<file path="config.mk">
export PLATFORM = sky130hd
export DESIGN_NAME = fetch_sequencer
export DESIGN_NICKNAME = d
export VERILOG_FILES = /design/src/rtl/fetch_sequencer_pkg.sv /design/src/rtl/fetch_sequencer_pc_next_logic.sv /design/src/rtl/fetch_sequencer.sv
export SDC_FILE = /design/constraint.sdc
export NUM_CORES = 1
export LEC_CHECK = 0
export ABC_CLOCK_PERIOD_IN_PS = 3000
export CORE_ASPECT_RATIO = 1.25
export CORE_UTILIZATION = 46
export CTS_CLUSTER_DIAMETER = 40
export DETAILED_ROUTE_END_ITERATION = 12
export MAX_ROUTING_LAYER = met4
export PLACE_DENSITY = 0.77
export SLEW_MARGIN = 20
export SYNTH_ARGS = -nofsm -noshare
export SYNTH_HDL_FRONTEND = slang
export SYNTH_SLANG_ARGS = --single-unit
</file>
<file path="constraint.sdc">
create_clock -name clk -period 3 [get_ports clk]
set_clock_uncertainty 0.15 [all_clocks]
set_input_delay 0.45 -clock clk [delete_from_list [all_inputs] [get_ports clk]]
set_output_delay 0.45 -clock clk [all_outputs]
set_load 0.05 [all_outputs]
</file>
<file path="src/rtl/fetch_sequencer_pkg.sv">
// Shared constants and types for the program-sequencing front end.
// Decode and the top level import the same widths and halt encoding from here.
package fetch_sequencer_pkg;

    localparam int PC_WIDTH    = 10;
    localparam int INSTR_WIDTH = 9;
    localparam int OFF_WIDTH   = 8;
    localparam int CNT_WIDTH   = 16;

    localparam logic [PC_WIDTH-1:0]    START_ADDR = '0;
    localparam logic [INSTR_WIDTH-1:0] HALT_INSTR = 9'h1FF;

    typedef enum logic [1:0] {
        IDLE   = 2'd0,
        ARMED  = 2'd1,
        RUN    = 2'd2,
        HALTED = 2'd3
    } fetch_state_t;

endpackage

</file>
<file path="src/rtl/fetch_sequencer_pc_next_logic.sv">
// Next program counter selection for the fetch sequencer.
// Ports:
//   pc            current program counter
//   stall, halt   either one holds the PC and masks jump/branch
//   jump_en       absolute jump to jump_target (wins over branch)
//   branch_en     relative branch by signed branch_offset
//   pc_next       PC for the next cycle
//   wrap          sequential increment rolled over from all-ones
module pc_next_logic
    import fetch_sequencer_pkg::*;
(
    input  logic [PC_WIDTH-1:0]  pc,
    input  logic                 stall,
    input  logic                 halt,
    input  logic                 jump_en,
    input  logic [PC_WIDTH-1:0]  jump_target,
    input  logic                 branch_en,
    input  logic [OFF_WIDTH-1:0] branch_offset,
    output logic [PC_WIDTH-1:0]  pc_next,
    output logic                 wrap
);

    always_comb begin
        pc_next = pc;
        wrap    = 1'b0;
        if (!stall && !halt) begin
            if (jump_en) begin
                pc_next = jump_target;
            end else if (branch_en) begin
                // Sign-extend the offset; the sum is taken modulo 2^PC_WIDTH.
                pc_next = pc + PC_WIDTH'($signed(branch_offset));
            end else begin
                pc_next = pc + PC_WIDTH'(1);
                // Only the sequential path reports a wrap.
                wrap    = &pc;
            end
        end
    end

endmodule

</file>
<file path="src/rtl/fetch_sequencer.sv">
// Program-sequencing front end: owns the PC, drives the instruction memory
// address, passes the fetched instruction to decode, runs the start/done
// handshake and counts RUN cycles.
// Ports:
//   clk, reset      rising-edge clock, async active-high reset
//   start           level; while high the core reloads, program runs after it falls
//   stall           hold PC/instruction this cycle
//   jump_en/target  absolute jump request
//   branch_en/off   relative branch request
//   imem_data       combinational ROM data at imem_addr
//   imem_addr       current PC
//   instr           imem_data passthrough
//   instr_valid     instr executes this cycle
//   done            program halted (registered)
//   cycle_cnt       saturating RUN cycle count since last start
//   pc_wrap         sticky sequential PC wrap
//
// state  | meaning
// IDLE   | out of reset, waiting for start
// ARMED  | start seen, PC/counters reloaded, waiting for start to fall
// RUN    | issuing instructions
// HALTED | halt instruction executed, outputs frozen, done high
module fetch_sequencer
    import fetch_sequencer_pkg::*;
(
    input  logic                   clk,
    input  logic                   reset,
    input  logic                   start,
    input  logic                   stall,
    input  logic                   jump_en,
    input  logic [PC_WIDTH-1:0]    jump_target,
    input  logic                   branch_en,
    input  logic [OFF_WIDTH-1:0]   branch_offset,
    input  logic [INSTR_WIDTH-1:0] imem_data,
    output logic [PC_WIDTH-1:0]    imem_addr,
    output logic [INSTR_WIDTH-1:0] instr,
    output logic                   instr_valid,
    output logic                   done,
    output logic [CNT_WIDTH-1:0]   cycle_cnt,
    output logic                   pc_wrap
);

    fetch_state_t          state_q;
    fetch_state_t          state_next;
    logic [PC_WIDTH-1:0]   pc_q;
    logic [PC_WIDTH-1:0]   pc_next;
    logic [CNT_WIDTH-1:0]  cnt_q;
    logic                  wrap_q;
    logic                  done_q;
    logic                  wrap;
    logic                  halt;
    logic                  run;

    assign run  = (state_q == RUN);
    assign halt = (imem_data == HALT_INSTR);

    pc_next_logic u_pc_next (
        .pc            (pc_q),
        .stall         (stall),
        .halt          (halt),
        .jump_en       (jump_en),
        .jump_target   (jump_target),
        .branch_en     (branch_en),
        .branch_offset (branch_offset),
        .pc_next       (pc_next),
        .wrap          (wrap)
    );

    always_ff @(posedge clk or posedge reset) begin
        if (reset) begin
            state_q <= IDLE;
        end else begin
            state_q <= state_next;
        end
    end

    always_comb begin
        state_next = state_q;
        if (start) begin
            state_next = ARMED;
        end else begin
            case (state_q)
                IDLE:    state_next = IDLE;
                ARMED:   state_next = RUN;
                RUN:     if (!stall && halt) state_next = HALTED;
                HALTED:  state_next = HALTED;
                default: state_next = IDLE;
            endcase
        end
    end

    always_ff @(posedge clk or posedge reset) begin
        if (reset) begin
            pc_q   <= START_ADDR;
            cnt_q  <= '0;
            wrap_q <= 1'b0;
            done_q <= 1'b0;
        end else begin
            // done follows the state being entered so it is high exactly in HALTED.
            done_q <= (state_next == HALTED);
            if (start) begin
                pc_q   <= START_ADDR;
                cnt_q  <= '0;
                wrap_q <= 1'b0;
            end else if (run) begin
                pc_q <= pc_next;
                if (cnt_q != '1) cnt_q <= cnt_q + CNT_WIDTH'(1);
                if (wrap) wrap_q <= 1'b1;
            end
        end
    end

    assign imem_addr   = pc_q;
    assign instr       = imem_data;
    assign instr_valid = run && !stall;
    assign done        = done_q;
    assign cycle_cnt   = cnt_q;
    assign pc_wrap     = wrap_q;

endmodule
</file>
Word-level counts from Yosys, hierarchy flattened:

Index checks and enable logic that the tools add are counted.

* eq/ne operators: 6
* multiplexer cells: 17
* add/sub/neg operators: 3
* reductions and logical operators: 14

Operators by type and width (number)
* $mux 10: 5
* $mux 16: 3
* $add 16x1->16 const B: 1
* $ne 16x16->1 const B: 1
* $add 10x1->10 const B: 1
* $add 10x10->10: 1
* $reduce_and 10->1: 1
* $eq 9x9->1 const B: 1
* $pmux 2 s4: 1
* $reduce_bool 2->1: 4
* $eq 2x2->1 const B: 3
* $mux 1: 6
* $reduce_and 2->1: 3
* $mux 2: 2
* $logic_and 1x1->1: 3
* $eq 2x1->1 const B: 1
* $logic_not 1->1: 2
* $logic_not 2->1: 1

* bits of input ports: 33
* word-level logic and storage cells: 45
* output and inout port bits: 38
* register bits after elaboration: 30

Depth between registers and ports, before layout:

* depth in word-level cells: 7
* mapped depth: 8
* gate-level depth less buffers: 8

Hierarchy:

From an unflattened synthesis, not the netlist that was laid out.

* cells, all modules: 284
* area total of the unflattened synthesis: 2368.5 um2

Modules (own cells, without submodules)
* fetch_sequencer: instances 1, cells each 183, area each 1684.1 um2
* pc_next_logic: instances 1, cells each 101, area each 684.4 um2

Worst setup path before layout:

No wires, ideal clock.

* kind: register to register
* from: reg pc_q[0], in the netlist imem_addr[0]
* to: reg pc_q[6], in the netlist imem_addr[6]
* data arrival time: 2.216 ns
* setup slack: 0.498 ns
* buffers on the path: 0
* stages on the path, launching flop included: 8
* data required time: 2.713 ns
* library setup time: 0.137 ns
* path through: dfrtp_1 -> ha_1 -> fa_1 -> a211oi_1 -> o21bai_2 -> a21oi_1 -> mux2i_1 -> a211oi_1

* longest elaborated chain between the ends: 6
* elaborated cells between the ends (all ways): 7

Ends and longest elaborated chain
* start, declared: RTL line fetch_sequencer.sv:45 `logic [PC_WIDTH-1:0] pc_q;`
* start signal, assigned: RTL line fetch_sequencer.sv:106 `pc_q <= pc_next;`
* $add 10x1->10 / $add 10x10->10 (equally long branches): RTL line fetch_sequencer_pc_next_logic.sv:33, fetch_sequencer_pc_next_logic.sv:31
* $mux 10 (*): RTL line fetch_sequencer_pc_next_logic.sv:29 `end else if (branch_en) begin`
* $mux 10 (*): RTL line fetch_sequencer_pc_next_logic.sv:27 `if (jump_en) begin`
* $mux 10 (*): RTL line fetch_sequencer_pc_next_logic.sv:26 `if (!stall && !halt) begin`
* $mux 10 (*): RTL line fetch_sequencer.sv:105 `end else if (run) begin`
* $mux 10 (*): RTL line fetch_sequencer.sv:101 `if (start) begin`

Mark *: on every way between the ends. The rest lies on a longest branch, timed or not. The select of a mux whose other input is x is not followed.
A chain may end at the register's enable or synchronous reset.

Worst setup path after layout:

* from: in branch_en
* to: reg pc_q[6], in the netlist imem_addr[6]

* longest elaborated chain between the ends: 5

Ends and longest elaborated chain
* start, declared: RTL line fetch_sequencer.sv:32 `input logic branch_en,`
* $mux 10: RTL line fetch_sequencer_pc_next_logic.sv:29
* $mux 10: RTL line fetch_sequencer_pc_next_logic.sv:27
* $mux 10: RTL line fetch_sequencer_pc_next_logic.sv:26
* $mux 10: RTL line fetch_sequencer.sv:105
* $mux 10: RTL line fetch_sequencer.sv:101

Every way passes these cells. The select of a mux whose other input is x is not followed.

==> results <==
-- layer usage --
layer | share of wire [%] | track usage (%)
met3 | 4.0 | 4.36
met4 | 2.0 | 9.07
met2 | 50 | 37.5
met1 | 44 | 26.8
met5 | 0 | -
-- synthesized netlist by cell type, drive strengths merged (2+ instances only) --
cell / n / area [um^2]
nor2: 33 / 124
dfrtp: 30 / 751
xnor2: 15 / 131
buf: 12 / 81.3
a21oi: 11 / 55.1
a211oi: 10 / 75.1
ha: 10 / 125
nand2: 10 / 37.5
nor3: 10 / 50.1
o21ai: 10 / 50.0
nand4: 8 / 65.1
and2: 7 / 45.1
nand3: 7 / 35.0
mux2i: 6 / 60.1
nor3b: 5 / 42.5
inv: 4 / 15.0
nor4: 4 / 46.3
clkbuf: 3 / 11.3
nand2b: 3 / 18.8
nor2b: 3 / 18.8
nor4b: 3 / 26.3
a21o: 2 / 15.0
or3: 2 / 12.5
or4: 2 / 15.0
-- worst max-delay path, delay by kind of cell --
| family | cells | cell delay (ns) |
|---|---|---|
| AND/OR/NAND/NOR | 1 | 0.09 |
| multiplexers | 1 | 0.21 |
| buffers and inverters | 1 | 0.55 |
| adder cells (fa/ha/maj) | 2 | 0.65 |
| AO/OA/AOI/OAI | 4 | 0.81 |
-- logic make-up (layout without fill, tap and decap cells) --
| kind of cell | after synthesis | after routing | share of synthesized area, % |
|---|---|---|---|
| muxes | 6 | 6 | 2.82 |
| DFF | 30 | 30 | 35.2 |
| and+or+nand+nor | 104 | 104 | 28.2 |
| buffers and inverters | 19 | 87 | 5.05 |
| AOI/OAI and AO/OA | 47 | 47 | 15.0 |
| xor gates and xnor gates | 16 | 16 | 6.93 |
| adders and majority gates | 11 | 11 | 6.81 |
-- cell type report --
class                   instances  area, um^2
flip-flops and latches         30         751
fillers                       384        1480
multi-input cells             184        1270
clock buffers                   6        82.6
inverters                       4        15.0
well taps                      58        72.6
repair buffers                 77         753
-- stage by stage --
stage	instances	instance area, um^2	setup TNS, ns	util, %
finish	359	2950	0	66.6
global route	359	2950	0	66.6
CTS	359	2950	0	66.6
detailed placement	353	2870	-0.0536	64.7
global placement	353	2870	-0.0238	64.7
floorplan	233	2130	0	-
-- power by group through the flow --
stage / sequential [mW] / clock, mW / combinational (mW)
finish: 0.426 / 0.317 / 0.232
global route: 0.427 / 0.341 / 0.252
CTS: 0.426 / 0.326 / 0.233
detailed placement: 0.433 / 0 / 0.232
global placement: 0.433 / 0 / 0.229
floorplan: 0.455 / 0 / 0.120
-- worst max-delay path by stage --
stage              endpoint  cells past startpoint          from
2_1_floorplan  imem_addr[6]                      7  imem_addr[0]
3_3_place_gp   imem_addr[6]                      9     branch_en
3_5_place_dp   imem_addr[6]                      9     branch_en
4_1_cts        imem_addr[6]                      9     branch_en
5_1_grt        imem_addr[6]                      9     branch_en
6_report       imem_addr[6]                      9     branch_en
-- registers in the layout, indices dropped and copies added, names as in the netlist --
signal     count
imem_addr     10
done           1
pc_wrap        1
cycle_cnt     16
state_q        2
==> results by group <==
Outcome
  – Outcome: finished clean

Power and ir drop
  – Fraction of power spent switching nets: 28.7%
  – Clock network power share: 32.5%
  – Leakage component of the power: ~1.2 nW
  – Internal Dissipation: 0.695 mW
  – Power Dens Cells: approximately 330 nW/um^2
  – Total chip power: 0.975 mW
  – Switching component of the power: 0.280 mW
  – Portion of total power attributed to combinational logic: 23.8%
  – Max rail drop VDD: between 0.00015 and 0.0002 V
  – Sequential share of power: 43.7%

Finish
  – Share of cells above drive strength 1: between 6 and 7%
  – Most frequent cells in the layout: sky130_fd_sc_hd__clkdlybuf4s50_1, sky130_fd_sc_hd__nor2_1, sky130_fd_sc_hd__dfrtp_1
  – Commonest non-fill, non-tap cell in the layout: sky130_fd_sc_hd__clkdlybuf4s50_1
  – Number of nets in the final layout: 346
  – Area growth from synthesis to layout: 38.3%
  – Number of diodes added for antenna fixing: 0

CTS
  – Buffer depth of the longest clock path: 2
  – TritonCTS clock tree: built
  – Number of setup buffers added after CTS: 0
  – Cts hold-fix bufs: 0
  – TritonCTS Buffers: 5
  – Clock slew at reported path FFs: 0.06 ns
  – Clock H-tree levels: 2
  – Count of cells resized by post-cts repair: 0
  – CTS Root Cell: sky130_fd_sc_hd__clkbuf_8
  – Clock latency at the later pin of the worst-skew pair: 0.28 ns
  – Clock tree sinks: 30

Drt
  – Remaining DRCs: 0
  – Antenna-violating nets left: 0
  – Number of optimization iterations in the first detailed-route pass: 4
  – Initial DRC count: 149
  – Via-to-Cell Ratio: 5.59
  – Routed length per instance: 14.3 um
  – Final routed wirelength across all metal layers: 5.13 mm
  – Via count: 2006

Global route
  – Leftover overflow at the end of global routing: 0
  – Antenna violations before repair: 0
  – Maximum number of pins on one net before global-route repair: 31
  – Number of global-route vias before repair: 1923
  – Total global-route track usage: about 23%
  – Global-route wire length before repair: roughly 8.5 mm

Synthesis
  – Count of unique library cells instantiated by Yosys: 55
  – Syn Area/Cell: 9.15 um^2
  – Number of warning messages in the yosys log: 0
  – Gate count after technology mapping: about 230
  – Most common flop cell mapped by yosys: sky130_fd_sc_hd__dfrtp_1
  – Async set-or-reset flop fraction in the synthesized netlist: between 90% and 100%
  – Count of flip-flops with a built-in enable after synthesis: 0
  – Area of the mapped netlist: 2130 um^2
  – Flip-flop and latch count after synthesis: 30
  – Net count after synthesis: ~280
  – Share of synthesized area occupied by flip-flops and latches: 35.2%

Critical path
  – Register-to-register setup slack: 0.57 ns
  – Crit Path Class: in2reg
  – Type of origin of the critical path: input pin
  – Worst-path cell chain: clkdlybuf4s50_1, nand2b_1, ha_1, fa_1, a211oi_1, o21bai_2, a21oi_1, mux2i_1, a211oi_1
  – Critical path's slowest cell: sky130_fd_sc_hd__clkdlybuf4s50_1
  – Delay of the slowest cell on the worst path: 0.55 ns
  – Top cell by count, worst path: sky130_fd_sc_hd__a211oi_1
  – Req. time, crit path: 3.00 ns
  – Worst-path fanout max: 5
  – Kind of capture point of the worst setup path: flip-flop
  – Cell depth of the worst flop-to-flop path: 7
  – Worst flop-to-flop path endpoint: imem_addr[6]
  – Endpoint arrival time on the critical path: 2.77 ns
  – Worst flop-to-flop path startpoint: imem_addr[0]

Timing
  – Count of pins over their slew limit: 0
  – Final period util: 92.3%
  – FMAX: 361 MHz
  – Number of failing hold endpoints at the final stage: 0
  – Slew of the pin with the lowest slew margin: 0.551 ns
  – Total of endpoints with negative setup slack in the final report: 0
  – Final period demand of the worst path: roughly 2.8 ns
  – Worst slack on hold paths: 0.367 ns
  – Setup WS post-layout: ~0.23 ns
  – RSZ-0062 raised after global routing: no
  – Relative slew slack: 63.0%

Floorplanning
  – Die area: ~4900 um^2
  – Die Span X: 62.9 um
  – Standard cell core area: approximately 4400 um^2
  – DIE HEIGHT: between 70 and 80 um
  – Effective utilization at floorplan: 48.2%
  – Site Rows: 27
  – Number of I/O pins: between 70 and 80

Hold path
  – Worst hold start: pc_wrap
  – Worst Hold Path EP: pc_wrap
  – Worst hold path type: reg2reg
  – Number of cells on the worst hold path: 2

Place
  – Final HPWL from detailed placement: 3.90 mm
  – Place WS: -0.0536 ns
  – IO buf count: 70
  – Last weighted congestion value of the routability-driven placer: 0.874

Run
  – Maxcap violations: 0
Note: power is estimated with default switching activity, not from simulation.
